===== src/rtl/i2c_target_rx.sv =====
// Write-only I2C target receiver: synchronizes SCL/SDA, detects START/STOP, matches ADDR,
// ACKs accepted bytes and strobes each data byte out. Optional glitch filter: I2C_RX_GLITCH_FILTER_EN.
`timescale 1ns/1ps
`default_nettype none

module i2c_target_rx #(
  parameter logic [6:0] ADDR       = 7'h50,
  parameter int          FILTER_LEN = 3
) (
  input  logic       clk,
  input  logic       rst,
  input  logic       scl_in,
  input  logic       sda_in,
  output logic       sda_oe,
  output logic [7:0] data,
  output logic       data_valid,
  output logic       start_det,
  output logic       stop_det,
  output logic       busy
);

  if (FILTER_LEN < 2 || FILTER_LEN > 15) begin : g_bad_filter_len
    $error("FILTER_LEN must be in 2..15");
  end

  typedef enum logic [2:0] {
    ST_IDLE,
    ST_ADDR,
    ST_ADDR_ACK,
    ST_DATA,
    ST_DATA_ACK,
    ST_IGNORE
  } state_t;

  // ---------------------------------------------------------------------------
  // Input synchronizers (idle bus level is 1)
  // ---------------------------------------------------------------------------
  logic scl_s1_q, scl_s2_q, sda_s1_q, sda_s2_q;

  always_ff @(posedge clk) begin
    if (rst) begin
      scl_s1_q <= 1'b1;
      scl_s2_q <= 1'b1;
      sda_s1_q <= 1'b1;
      sda_s2_q <= 1'b1;
    end else begin
      scl_s1_q <= scl_in;
      scl_s2_q <= scl_s1_q;
      sda_s1_q <= sda_in;
      sda_s2_q <= sda_s1_q;
    end
  end

  logic scl_f, sda_f;

`ifdef I2C_RX_GLITCH_FILTER_EN
  // A filtered line follows its synchronized input only after FILTER_LEN equal samples.
  localparam logic [3:0] FILT_LAST = 4'(FILTER_LEN - 1);

  logic [3:0] scl_cnt_q, scl_cnt_d, sda_cnt_q, sda_cnt_d;
  logic       scl_flt_q, scl_flt_d, sda_flt_q, sda_flt_d;

  always_comb begin
    scl_cnt_d = 4'd0;
    scl_flt_d = scl_flt_q;
    sda_cnt_d = 4'd0;
    sda_flt_d = sda_flt_q;
    if (scl_s2_q != scl_flt_q) begin
      if (scl_cnt_q == FILT_LAST) begin
        scl_flt_d = scl_s2_q;
      end else begin
        scl_cnt_d = scl_cnt_q + 4'd1;
      end
    end
    if (sda_s2_q != sda_flt_q) begin
      if (sda_cnt_q == FILT_LAST) begin
        sda_flt_d = sda_s2_q;
      end else begin
        sda_cnt_d = sda_cnt_q + 4'd1;
      end
    end
  end

  always_ff @(posedge clk) begin
    if (rst) begin
      scl_cnt_q <= 4'd0;
      sda_cnt_q <= 4'd0;
      scl_flt_q <= 1'b1;
      sda_flt_q <= 1'b1;
    end else begin
      scl_cnt_q <= scl_cnt_d;
      sda_cnt_q <= sda_cnt_d;
      scl_flt_q <= scl_flt_d;
      sda_flt_q <= sda_flt_d;
    end
  end

  assign scl_f = scl_flt_q;
  assign sda_f = sda_flt_q;
`else
  assign scl_f = scl_s2_q;
  assign sda_f = sda_s2_q;
`endif

  // ---------------------------------------------------------------------------
  // Edge register and bus condition decode
  // ---------------------------------------------------------------------------
  logic scl_p_q, sda_p_q;

  always_ff @(posedge clk) begin
    if (rst) begin
      scl_p_q <= 1'b1;
      sda_p_q <= 1'b1;
    end else begin
      scl_p_q <= scl_f;
      sda_p_q <= sda_f;
    end
  end

  logic scl_rise, scl_fall, start_cond, stop_cond;

  assign scl_rise   = scl_f & ~scl_p_q;
  assign scl_fall   = ~scl_f & scl_p_q;
  assign start_cond = scl_f & sda_p_q & ~sda_f;
  assign stop_cond  = scl_f & ~sda_p_q & sda_f;

  // ---------------------------------------------------------------------------
  // Protocol FSM
  // ---------------------------------------------------------------------------
  state_t     state_q, state_d;
  logic [3:0] bit_cnt_q, bit_cnt_d;
  logic [7:0] shift_q, shift_d;
  logic [7:0] data_q, data_d;
  logic       sda_oe_q, sda_oe_d;
  logic       data_valid_q, data_valid_d;
  logic       start_det_q, start_det_d;
  logic       stop_det_q, stop_det_d;
  logic [7:0] byte_next;

  assign byte_next = {shift_q[6:0], sda_f};

  always_comb begin
    state_d      = state_q;
    bit_cnt_d    = bit_cnt_q;
    shift_d      = shift_q;
    data_d       = data_q;
    sda_oe_d     = sda_oe_q;
    data_valid_d = 1'b0;
    start_det_d  = 1'b0;
    stop_det_d   = 1'b0;

    // Bus conditions override whatever the bit logic was doing.
    if (stop_cond) begin
      state_d    = ST_IDLE;
      sda_oe_d   = 1'b0;
      bit_cnt_d  = 4'd0;
      shift_d    = 8'h00;
      stop_det_d = 1'b1;
    end else if (start_cond) begin
      state_d     = ST_ADDR;
      sda_oe_d    = 1'b0;
      bit_cnt_d   = 4'd0;
      shift_d     = 8'h00;
      start_det_d = 1'b1;
    end else begin
      case (state_q)
        ST_IDLE: begin
          sda_oe_d = 1'b0;
        end
        ST_ADDR: begin
          sda_oe_d = 1'b0;
          if (scl_rise) begin
            shift_d   = byte_next;
            bit_cnt_d = bit_cnt_q + 4'd1;
            if (bit_cnt_q == 4'd7) begin
              if (byte_next[7:1] == ADDR && !byte_next[0]) begin
                state_d = ST_ADDR_ACK;
              end else begin
                state_d = ST_IGNORE;
              end
            end
          end
        end
        ST_ADDR_ACK: begin
          // First falling edge starts the ACK, the next one ends it.
          if (scl_fall) begin
            if (!sda_oe_q) begin
              sda_oe_d = 1'b1;
            end else begin
              sda_oe_d  = 1'b0;
              bit_cnt_d = 4'd0;
              state_d   = ST_DATA;
            end
          end
        end
        ST_DATA: begin
          sda_oe_d = 1'b0;
          if (scl_rise && bit_cnt_q < 4'd8) begin
            shift_d   = byte_next;
            bit_cnt_d = bit_cnt_q + 4'd1;
          end else if (scl_fall && bit_cnt_q == 4'd8) begin
            data_d       = shift_q;
            data_valid_d = 1'b1;
            sda_oe_d     = 1'b1;
            state_d      = ST_DATA_ACK;
          end
        end
        ST_DATA_ACK: begin
          if (scl_fall) begin
            sda_oe_d  = 1'b0;
            bit_cnt_d = 4'd0;
            state_d   = ST_DATA;
          end
        end
        ST_IGNORE: begin
          sda_oe_d = 1'b0;
        end
        default: begin
          state_d  = ST_IDLE;
          sda_oe_d = 1'b0;
        end
      endcase
    end
  end

  always_ff @(posedge clk) begin
    if (rst) begin
      state_q      <= ST_IDLE;
      bit_cnt_q    <= 4'd0;
      shift_q      <= 8'h00;
      data_q       <= 8'h00;
      sda_oe_q     <= 1'b0;
      data_valid_q <= 1'b0;
      start_det_q  <= 1'b0;
      stop_det_q   <= 1'b0;
    end else begin
      state_q      <= state_d;
      bit_cnt_q    <= bit_cnt_d;
      shift_q      <= shift_d;
      data_q       <= data_d;
      sda_oe_q     <= sda_oe_d;
      data_valid_q <= data_valid_d;
      start_det_q  <= start_det_d;
      stop_det_q   <= stop_det_d;
    end
  end

  assign sda_oe     = sda_oe_q;
  assign data       = data_q;
  assign data_valid = data_valid_q;
  assign start_det  = start_det_q;
  assign stop_det   = stop_det_q;
  assign busy       = (state_q != ST_IDLE);

endmodule

`default_nettype wire

===== config.mk =====
export PLATFORM = sky130hd
export DESIGN_NAME = i2c_target_rx
export DESIGN_NICKNAME = d
export VERILOG_FILES = /design/src/rtl/i2c_target_rx.sv
export SDC_FILE = /design/constraint.sdc
export NUM_CORES = 1
export LEC_CHECK = 0
export CORE_UTILIZATION = 55
export DETAILED_ROUTE_END_ITERATION = 10
export HOLD_SLACK_MARGIN = 0.12
export PLACE_DENSITY = 0.89
export SLEW_MARGIN = 25
export SYNTH_ARGS = -nofsm -noshare
export SYNTH_HDL_FRONTEND = slang
export SYNTH_SLANG_ARGS = --single-unit
export TNS_END_PERCENT = 50

===== constraint.sdc =====
create_clock -name clk -period 2.1 [get_ports clk]
set_input_delay 0.42 -clock clk [delete_from_list [all_inputs] [get_ports clk]]
set_output_delay 0.42 -clock clk [all_outputs]
set_load 0.05 [all_outputs]

==> impl_metrics.env, run 1 <==
export IMPL_synth_warning_count=0
export IMPL_slew_headroom_pct=64.03
export IMPL_crit_fanout=4
export IMPL_worst_endpoint_arrival_ns=1.52
export IMPL_ir_drop_v=0.0007693
export IMPL_syn_nets=171
export IMPL_yosysSeqAreaShare_pct=43.67
export IMPL_port_buffers=16
export IMPL_first_iter_violations=18
export IMPL_leakagePower_nw=0.7452
export IMPL_overflow=0
export IMPL_rows=18
export IMPL_grt_pass1_vias=1064
export IMPL_pre_cts_ws_ns=0.3604
export IMPL_antennaDiodeCount=0
export IMPL_synth_mux_area_fraction_pct=10.59
export IMPL_initial_core_util_pct=59.44
export IMPL_io_pins=17
export IMPL_die_height_um=54.45
export IMPL_dp_hpwl_um=1927
export IMPL_drive_above_1_share_pct=13.19
export IMPL_crit_start="sda_oe$_SDFFE_PP0P_"
export IMPL_path_clk_slew_ns=0.09
export IMPL_crit_chain="clkdlybuf4s50_1"
export IMPL_cts_tree="done"
export IMPL_crit_family="buffers and inverters"
export IMPL_status="completed"
export IMPL_clock_sinks=33
export IMPL_startpoint_type="flip-flop"
export IMPL_grt_setup_unrepaired="no"
export IMPL_setup_tns_ns=0
export IMPL_cp_buffers_inverters=1
export IMPL_ys_ff_latch=33
export IMPL_vias=1196
export IMPL_place_gp_congestion=0.8319
export IMPL_ant_nets=0
export IMPL_synth_top_area_share_pct=43.67
export IMPL_area_growth_synth_to_final_pct=14.64
export IMPL_required_ns=1.68
export IMPL_yosysUniqueCellTypes=41
export IMPL_cts_setup_buffers=0
export IMPL_tightest_slew_ns=0.5396
export IMPL_synth_top_family_by_area="simple AND/OR/NAND/NOR gates"
export IMPL_routed_wl_um=2692
export IMPL_cts_buffers=5
export IMPL_die_width_um=54.45
export IMPL_ys_async_sr_fraction_pct=0
export IMPL_drv_slew=0
export IMPL_critPathCaptureType="output pin"
export IMPL_hold_class="reg -> reg"
export IMPL_max_stage_delay_ns=0.82
export IMPL_grt_use_total_pct=21.79
export IMPL_drc_errors=0
export IMPL_h_tree_depth=2
export IMPL_syn_inst=165
export IMPL_fin_skew_ns=0.01267
export IMPL_fillers=206
export IMPL_dr_pass1_iters=4
export IMPL_wl_per_cell_um=12.70
export IMPL_synth_edff_count=0
export IMPL_syn_area_mm2=0.001513
export IMPL_cp_slowest_cell="clkdlybuf4s50_1"
export IMPL_post_cts_resized=0
export IMPL_layout_setup_ws_ns=0.1642
export IMPL_antenna_found_initial=0
export IMPL_synth_area_leaders="dfxtp_1, mux2i_1, nor2_1"
export IMPL_synth_area_leader_cell="dfxtp_1"
export IMPL_syn_avg_cell_area_um2=9.168
export IMPL_grt_max_degree=18
export IMPL_post_route_period_util_pct=92.18
export IMPL_cts_hold_buf=0
export IMPL_viasPerCell=5.642
export IMPL_dp_cells=204
export IMPL_setup_viol_count_final=0
export IMPL_final_nets=187
export IMPL_synth_main_ff_cell="dfxtp_1"
export IMPL_synthSimpleGateAreaFrac_pct=22.75
export IMPL_reg2reg_from="state_q[0]$_SDFFE_PP0P_"
export IMPL_ctsRootBufferMaster="clkbuf_4"
export IMPL_die_area_mm2=0.002964
export IMPL_p_per_area_mw_per_mm2=630.5
export IMPL_hold_viol=0
export IMPL_fmax_ghz=0.5166
export IMPL_insertion_delay_ns=0.33
export IMPL_path_class="reg -> out"
export IMPL_cap_violations=0
export IMPL_synth_xor_area_share_pct=0.5790
export IMPL_timing_final_crit_period_ns=1.936
export IMPL_min_from="sda_s1_q$_SDFF_PP1_"
export IMPL_clockBufferDepth=2
export IMPL_core_mm2=0.002545
export IMPL_synth_compound_area_share_pct=15.14
export IMPL_grt_first_pass_wirelength_um=4547
export IMPL_layout_cells_non_filler=212
export IMPL_synth_adder_area_share_pct=1.654
kinds of logic (layout without fill, tap and decap cells):
| logic type | after synthesis | after routing |
|---|---|---|
| AND/OR/NAND/NOR | 65 | 65 |
| AO/OA/AOI/OAI | 33 | 33 |
| flip-flops | 33 | 33 |
| multiplexers | 16 | 16 |
| buffers and inverters | 15 | 32 |
| adder cells (fa/ha/maj) | 2 | 2 |
| XOR/XNOR | 1 | 1 |
metrics by stage:
stage | total power [mW] | utilization [%] | cell area, um2 | hold slack (ns)
global route | 1.126 | 68.14 | 1734 | 0.4476
floorplan | 0.6977 | - | 1513 | 0.3895
detailed placement | 0.7134 | 65.39 | 1664 | 0.3990
CTS | 1.102 | 68.14 | 1734 | 0.4328
global placement | 0.7115 | 65.39 | 1664 | 0.3923
finish | 1.093 | 68.14 | 1734 | 0.4273
flip-flops by register name, summed over array words and instances (netlist names):
signal,flops
data,8
shift_q,8
bit_cnt_q,4
state_q,3
data_valid,1
scl_f,1
scl_p_q,1
scl_s1_q,1
sda_f,1
sda_oe,1
sda_p_q,1
sda_s1_q,1
start_det,1
stop_det,1
synth_stat cells (2+ instances only):
library cell / n
nor4b_1: 2
nor2b_1: 2
nor3b_1: 2
or2_2: 7
o21ai_1: 2
or3_1: 2
dfxtp_1: 33
o21bai_1: 2
nor2_1: 27
a221oi_2: 2
a21o_1: 2
buf_2: 5
a311oi_1: 2
nand3_1: 3
buf_4: 2
nand2_1: 6
mux2i_1: 16
inv_1: 5
nand2b_1: 5
ha_1: 2
a21oi_1: 13
buf_6: 2
o21ai_0: 3
cells in the final DEF, fill, tap and decap left out, drive strengths merged, types with 2 or more instances in the layout:
cell type / synthesis / routed
a21o: 2 / 2
a21oi: 13 / 13
a221oi: 3 / 3
a311oi: 2 / 2
buf: 9 / 4
clkbuf: 1 / 7
clkdlybuf4s50: 0 / 15
dfxtp: 33 / 33
ha: 2 / 2
inv: 5 / 5
mux2i: 16 / 16
nand2: 6 / 6
nand2b: 6 / 6
nand3: 3 / 3
nor2: 27 / 27
nor2b: 2 / 2
nor3: 2 / 2
nor3b: 2 / 2
nor4b: 2 / 2
o21ai: 5 / 5
o21bai: 2 / 2
or2: 8 / 8
or3: 2 / 2
layer usage:
layer	routed length (um)	share of wire [%]	GRT usage, %
met1	1199	45	26.46
met2	1322	49	36.18
met3	141	5.2	5.833
met4	29	1.1	8.974
met5	0	0	0
path summary, 6_finish.rpt:
path	slack (ns)	to	cells past startpoint
worst min register to register	0.43	sda_f$_SDFF_PP1_	1
worst min-delay path	0.43	sda_f$_SDFF_PP1_	1
worst max register to register	0.40	state_q[0]$_SDFFE_PP0P_	5
worst max-delay path	0.16	sda_oe	1
layout make-up:
cell class | count | area [um2] | area share (%)
multi-input combinational | 117 | 767.0 | 44.23
sequential | 33 | 660.6 | 38.10
timing repair buffer | 19 | 180.2 | 10.39
clock buffer | 7 | 65.06 | 3.752
tap | 30 | 37.54 | 2.165
inverter | 5 | 18.77 | 1.082
clock inverter | 1 | 5.005 | 0.2886
power breakdown:
part | internal, mW | leakage (nW) | switching [mW]
sequential | 0.632 | 0.267 | 0.0101
clock | 0.194 | 0.0413 | 0.201
combinational | 0.0237 | 0.437 | 0.0333
Note: power is estimated with default switching activity, not from simulation.
==> run 2, diff against run 1 <==
Settings changed: CORE_UTILIZATION 55 to 54, CTS_CLUSTER_DIAMETER from default to 150, PLACE_DENSITY 0.89 to 0.88.
Clock period 2.1 ns to 2.2 ns, I/O delays scaled along.
==> run 2 against run 1 <==
Effect of this change: setup slack better by 0.072 ns; register-to-register slack barely moved; largest power group unchanged; non-clock buffer count unchanged; clock skew shrank 0.0013 ns; final cell count stayed put; clock power is 20% lower; largest cell class unchanged; sequential share of layout area is 0.42 points higher; critical path depth stayed put; total power fell by 9.9%; sequential power shrank 4.5%.
==> impl_metrics.env, run 2 (synthesized netlist as in run 1, its figures left out) <==
export IMPL_first_iter_violations=31
export IMPL_h_tree_depth=2
export IMPL_initial_core_util_pct=58.92
export IMPL_max_stage_delay_ns=0.82
export IMPL_hold_viol=0
export IMPL_cp_buffers_inverters=1
export IMPL_cap_violations=0
export IMPL_grt_pass1_vias=1079
export IMPL_post_cts_resized=0
export IMPL_p_per_area_mw_per_mm2=574.1
export IMPL_path_clk_slew_ns=0.10
export IMPL_die_height_um=54.93
export IMPL_grt_first_pass_wirelength_um=4892
export IMPL_timing_final_crit_period_ns=1.964
export IMPL_drc_errors=0
export IMPL_final_cell_mix="dfxtp_1, nor2_1, mux2i_1"
export IMPL_comb_power_share_pct=5.6
export IMPL_area_growth_synth_to_final_pct=13.40
export IMPL_p_total_mw=0.9849
export IMPL_hold_class="reg -> reg"
export IMPL_grt_setup_unrepaired="no"
export IMPL_grt_use_total_pct=24.05
export IMPL_ctsRootBufferMaster="clkbuf_4"
export IMPL_drive_above_1_share_pct=12.64
export IMPL_dr_pass1_iters=4
export IMPL_fin_skew_ns=0.01137
export IMPL_status="completed"
export IMPL_core_mm2=0.002567
export IMPL_ir_drop_v=0.0005384
export IMPL_setup_viol_count_final=0
export IMPL_ff_latch_area_um2=660.6
export IMPL_antennaDiodeCount=0
export IMPL_insertion_delay_ns=0.34
export IMPL_swShare_pct=24.12
export IMPL_cp_slowest_cell="clkdlybuf4s50_1"
export IMPL_cts_tree="done"
export IMPL_grt_max_degree=18
export IMPL_port_buffers=16
export IMPL_setup_tns_ns=0
export IMPL_clockBufferDepth=2
export IMPL_path_class="reg -> out"
export IMPL_critPathCaptureType="output pin"
export IMPL_routed_wl_um=3071
export IMPL_wl_met1_um=1278
export IMPL_internal_power_mw=0.7473
export IMPL_tightest_slew_ns=0.5253
export IMPL_cts_hold_buf=0
export IMPL_die_area_mm2=0.003017
export IMPL_crit_family="buffers and inverters"
export IMPL_seqPwrFrac_pct=62.2
export IMPL_layout_commonest_cell="dfxtp_1"
export IMPL_rows=18
export IMPL_multi_input_area_um2=767.0
export IMPL_post_route_period_util_pct=89.26
export IMPL_antenna_found_initial=0
export IMPL_die_width_um=54.93
export IMPL_p_sw_mw=0.2376
export IMPL_ant_nets=0
export IMPL_worst_endpoint_arrival_ns=1.52
export IMPL_leakagePower_nw=0.7359
export IMPL_layout_cells_non_filler=212
export IMPL_overflow=0
export IMPL_final_nets=187
export IMPL_cts_setup_buffers=0
export IMPL_met3_length_um=132
export IMPL_crit_chain="clkdlybuf4s50_1"
export IMPL_highest_layer="met4"
export IMPL_crit_fanout=4
export IMPL_vias=1231
export IMPL_clock_power_share_pct=32.2
export IMPL_fillers=212
export IMPL_viasPerCell=5.807
export IMPL_dp_hpwl_um=2210
export IMPL_clock_sinks=33
export IMPL_fmax_ghz=0.5092
export IMPL_dp_cells=204
export IMPL_io_pins=17
export IMPL_startpoint_type="flip-flop"
export IMPL_slew_headroom_pct=64.98
export IMPL_place_gp_congestion=0.8707
export IMPL_cts_buffers=5
export IMPL_wl_per_cell_um=14.49
export IMPL_met2_wirelength_um=1585
export IMPL_required_ns=1.76
export IMPL_drv_slew=0
run 2: metrics by stage:
stage | hold WS, ns | cell area (um2) | utilization, % | setup WS, ns
2_1_floorplan | 0.3895 | 1513 | - | 0.5692
3_3_place_gp | 0.3922 | 1664 | 64.81 | 0.4812
3_5_place_dp | 0.3941 | 1664 | 64.81 | 0.4390
4_1_cts | 0.4102 | 1715 | 66.81 | 0.2223
5_1_grt | 0.4233 | 1715 | 66.81 | 0.1817
6_report | 0.4063 | 1715 | 66.81 | 0.2362
run 2: layer usage:
layer	global-route usage [%]	up-vias
met2	40.36	29
li1	-	611
met3	7.377	9
met1	26.60	582
met4	14.17	0
met5	0	-
run 2: power by group through the flow:
stage	registers, mW	clock network [mW]	logic (mW)
detailed placement	0.626	0	0.0547
finish	0.613	0.317	0.0549
global route	0.614	0.350	0.0603
CTS	0.612	0.322	0.0552
global placement	0.626	0	0.0530
floorplan	0.623	0	0.0430
run 2: area by class of cell:
| class | instances | share of cell area (%) |
|---|---|---|
| multi-input combinational | 117 | 44.71 |
| sequential | 33 | 38.51 |
| timing repair buffer | 19 | 10.50 |
| clock buffer | 6 | 2.407 |
| tap | 30 | 2.188 |
| clock inverter | 2 | 0.5835 |
| inverter | 5 | 1.094 |
run 2: final timing paths:
check / startpoint / to / slack [ns] / depth (start not counted)
min reg2reg: scl_s1_q$_SDFF_PP1_ / scl_f$_SDFF_PP1_ / 0.41 / 1
max: sda_oe$_SDFFE_PP0P_ / sda_oe / 0.24 / 1
min: scl_s1_q$_SDFF_PP1_ / scl_f$_SDFF_PP1_ / 0.41 / 1
max reg2reg: state_q[0]$_SDFFE_PP0P_ / bit_cnt_q[2]$_SDFFE_PP0P_ / 0.39 / 4
==> run 3, diff against run 2 <==
Settings changed: ABC_AREA from default to 1, CORE_MARGIN from default to 2, PLACE_DENSITY 0.88 to 0.87.
==> run 3 against run 2 <==
Effect of this change: clock skew increased by 0.0031 ns; total power increased by 54%; count of clock-buffer cells in the layout up 1; sequential cell count is the same; sequential share of layout area is 0.72 points lower; maximum frequency increased by 1.1%; hold slack improved by 0.0074 ns; die area grew 6.2%; critical path depth unchanged; critical endpoint is now data[6]; largest power group unchanged.
==> impl_metrics.env, run 3 <==
export IMPL_drive_above_1_share_pct=16.13
export IMPL_hold_viol=0
export IMPL_timing_final_crit_period_ns=1.942
export IMPL_dp_cells=240
export IMPL_dp_hpwl_um=1945
export IMPL_ir_drop_v=0.0007258
export IMPL_synth_top_area_share_pct=44.22
export IMPL_initial_core_util_pct=55.61
export IMPL_max_stage_delay_ns=0.80
export IMPL_ff_latch_area_um2=660.6
export IMPL_port_buffers=16
export IMPL_fillers=233
export IMPL_path_class="reg -> out"
export IMPL_synth_compound_area_share_pct=17.00
export IMPL_p_per_area_mw_per_mm2=866.9
export IMPL_synthSimpleGateAreaFrac_pct=27.14
export IMPL_dr_pass1_iters=4
export IMPL_synth_edff_count=0
export IMPL_vias=1297
export IMPL_grt_setup_unrepaired="no"
export IMPL_setup_viol_count_final=0
export IMPL_post_route_period_util_pct=88.29
export IMPL_grt_first_pass_wirelength_um=4712
export IMPL_ant_nets=0
export IMPL_synth_mux_area_fraction_pct=0
export IMPL_grt_use_total_pct=19.50
export IMPL_tightest_slew_ns=0.6631
export IMPL_cts_tree="done"
export IMPL_synthTopCellsByCount="dfxtp_1, nand2_1, inv_1, a21oi_1, nor2_1"
export IMPL_design_area_mm2=0.001748
export IMPL_ys_async_sr_fraction_pct=0
export IMPL_synth_area_leader_cell="dfxtp_1"
export IMPL_placed_area_mm2=0.001663
export IMPL_leakagePower_nw=0.7403
export IMPL_syn_inst=196
export IMPL_final_cell_mix="nand2_1, dfxtp_1, inv_1"
export IMPL_cp_slowest_cell="clkdlybuf4s50_1"
export IMPL_yosysSeqAreaShare_pct=44.22
export IMPL_io_pins=17
export IMPL_syn_nets=202
export IMPL_setup_tns_ns=0
export IMPL_layout_cells_non_filler=248
export IMPL_ctsRootBufferMaster="clkbuf_4"
export IMPL_drc_errors=0
export IMPL_grt_pass1_vias=1134
export IMPL_ys_ff_latch=33
export IMPL_antennaDiodeCount=0
export IMPL_insertion_delay_ns=0.34
export IMPL_final_nets=222
export IMPL_slew_headroom_pct=55.65
export IMPL_synth_main_ff_cell="dfxtp_1"
export IMPL_antenna_found_initial=0
export IMPL_wl_per_cell_um=11.33
export IMPL_die_area_mm2=0.003203
export IMPL_path_clk_slew_ns=0.10
export IMPL_clockBufferDepth=2
export IMPL_required_ns=1.76
export IMPL_synth_area_leaders="dfxtp_1, nand2_1, a21oi_1"
export IMPL_h_tree_depth=2
export IMPL_cts_setup_buffers=0
export IMPL_crit_family="buffers and inverters"
export IMPL_core_mm2=0.002686
export IMPL_cap_violations=0
export IMPL_post_cts_resized=0
export IMPL_first_iter_violations=45
export IMPL_place_gp_congestion=0.8832
export IMPL_synth_xor_area_share_pct=0.5863
export IMPL_viasPerCell=5.230
export IMPL_syn_avg_cell_area_um2=7.622
export IMPL_grt_max_degree=17
export IMPL_die_height_um=56.60
export IMPL_drv_slew=0
export IMPL_clock_sinks=33
export IMPL_crit_chain="clkdlybuf4s50_1"
export IMPL_routed_wl_um=2810
export IMPL_die_width_um=56.60
export IMPL_critPathCaptureType="output pin"
export IMPL_synth_top_family_by_area="simple AND/OR/NAND/NOR gates"
export IMPL_area_growth_synth_to_final_pct=17.00
export IMPL_fin_skew_ns=0.01442
export IMPL_worst_endpoint_arrival_ns=1.50
export IMPL_cts_hold_buf=0
export IMPL_startpoint_type="flip-flop"
export IMPL_hold_class="reg -> reg"
export IMPL_synth_warning_count=0
export IMPL_cp_buffers_inverters=1
export IMPL_overflow=0
export IMPL_cts_buffers=5
export IMPL_multi_input_area_um2=693.2
export IMPL_status="completed"
export IMPL_fmax_ghz=0.5148
export IMPL_syn_area_mm2=0.001494
export IMPL_yosysUniqueCellTypes=25
export IMPL_rows=19
export IMPL_synth_adder_area_share_pct=1.675
export IMPL_crit_fanout=2
[run 3: power by group]
| part | internal [mW] | leakage, nW | total (mW) | switching, mW |
|---|---|---|---|---|
| clock network | 0.271 | 0.0455 | 0.473 | 0.201 |
| registers | 0.624 | 0.268 | 0.657 | 0.0332 |
| logic | 0.124 | 0.427 | 0.385 | 0.261 |
[run 3: cells by family (layout without fill, tap and decap cells)]
kind of cell | Yosys count | in the layout
flops | 33 | 33
simple gates | 86 | 86
fa+ha+maj | 2 | 2
compound gates | 43 | 43
buf+inv | 31 | 52
xor+xnor | 1 | 1
[run 3: layer usage]
| layer | wire (um) | vias to the layer above | GRT usage, % |
|---|---|---|---|
| li1 | - | 669 | - |
| met1 | 1301 | 576 | 23.18 |
| met2 | 1240 | 43 | 29.24 |
| met3 | 193 | 9 | 7.834 |
| met4 | 74 | 0 | 11.90 |
| met5 | 0 | - | 0 |
[run 3: path summary, 6_finish.rpt]
path	slack (ns)	end	cells past startpoint	start
setup / recovery	0.26	data[6]	1	data[6]$_SDFFE_PP0P_
hold / removal	0.41	scl_f$_SDFF_PP1_	1	scl_s1_q$_SDFF_PP1_
setup reg to reg	0.56	bit_cnt_q[1]$_SDFFE_PP0P_	7	state_q[1]$_SDFFE_PP0P_
hold reg to reg	0.41	scl_f$_SDFF_PP1_	1	scl_s1_q$_SDFF_PP1_
[run 3: area by class of cell]
class	count	share of cell area (%)
Multi-Input combinational cell	132	39.66
Sequential cell	33	37.80
Timing Repair Buffer	18	9.878
Inverter	26	5.583
Clock buffer	7	3.150
Tap cell	31	2.219
Clock inverter	1	1.718
[run 3: per-stage QoR]
stage               utilization, %  hold slack (ns)  total power, mW  setup slack (ns)
floorplan                        -           0.3895           0.9710            0.6846
global placement             61.90           0.3960            1.042            0.4747
detailed placement           61.90           0.3978            1.045            0.4094
CTS                          65.07           0.4191            1.524            0.2342
global route                 65.07           0.4308            1.598            0.1907
finish                       65.07           0.4137            1.515            0.2575
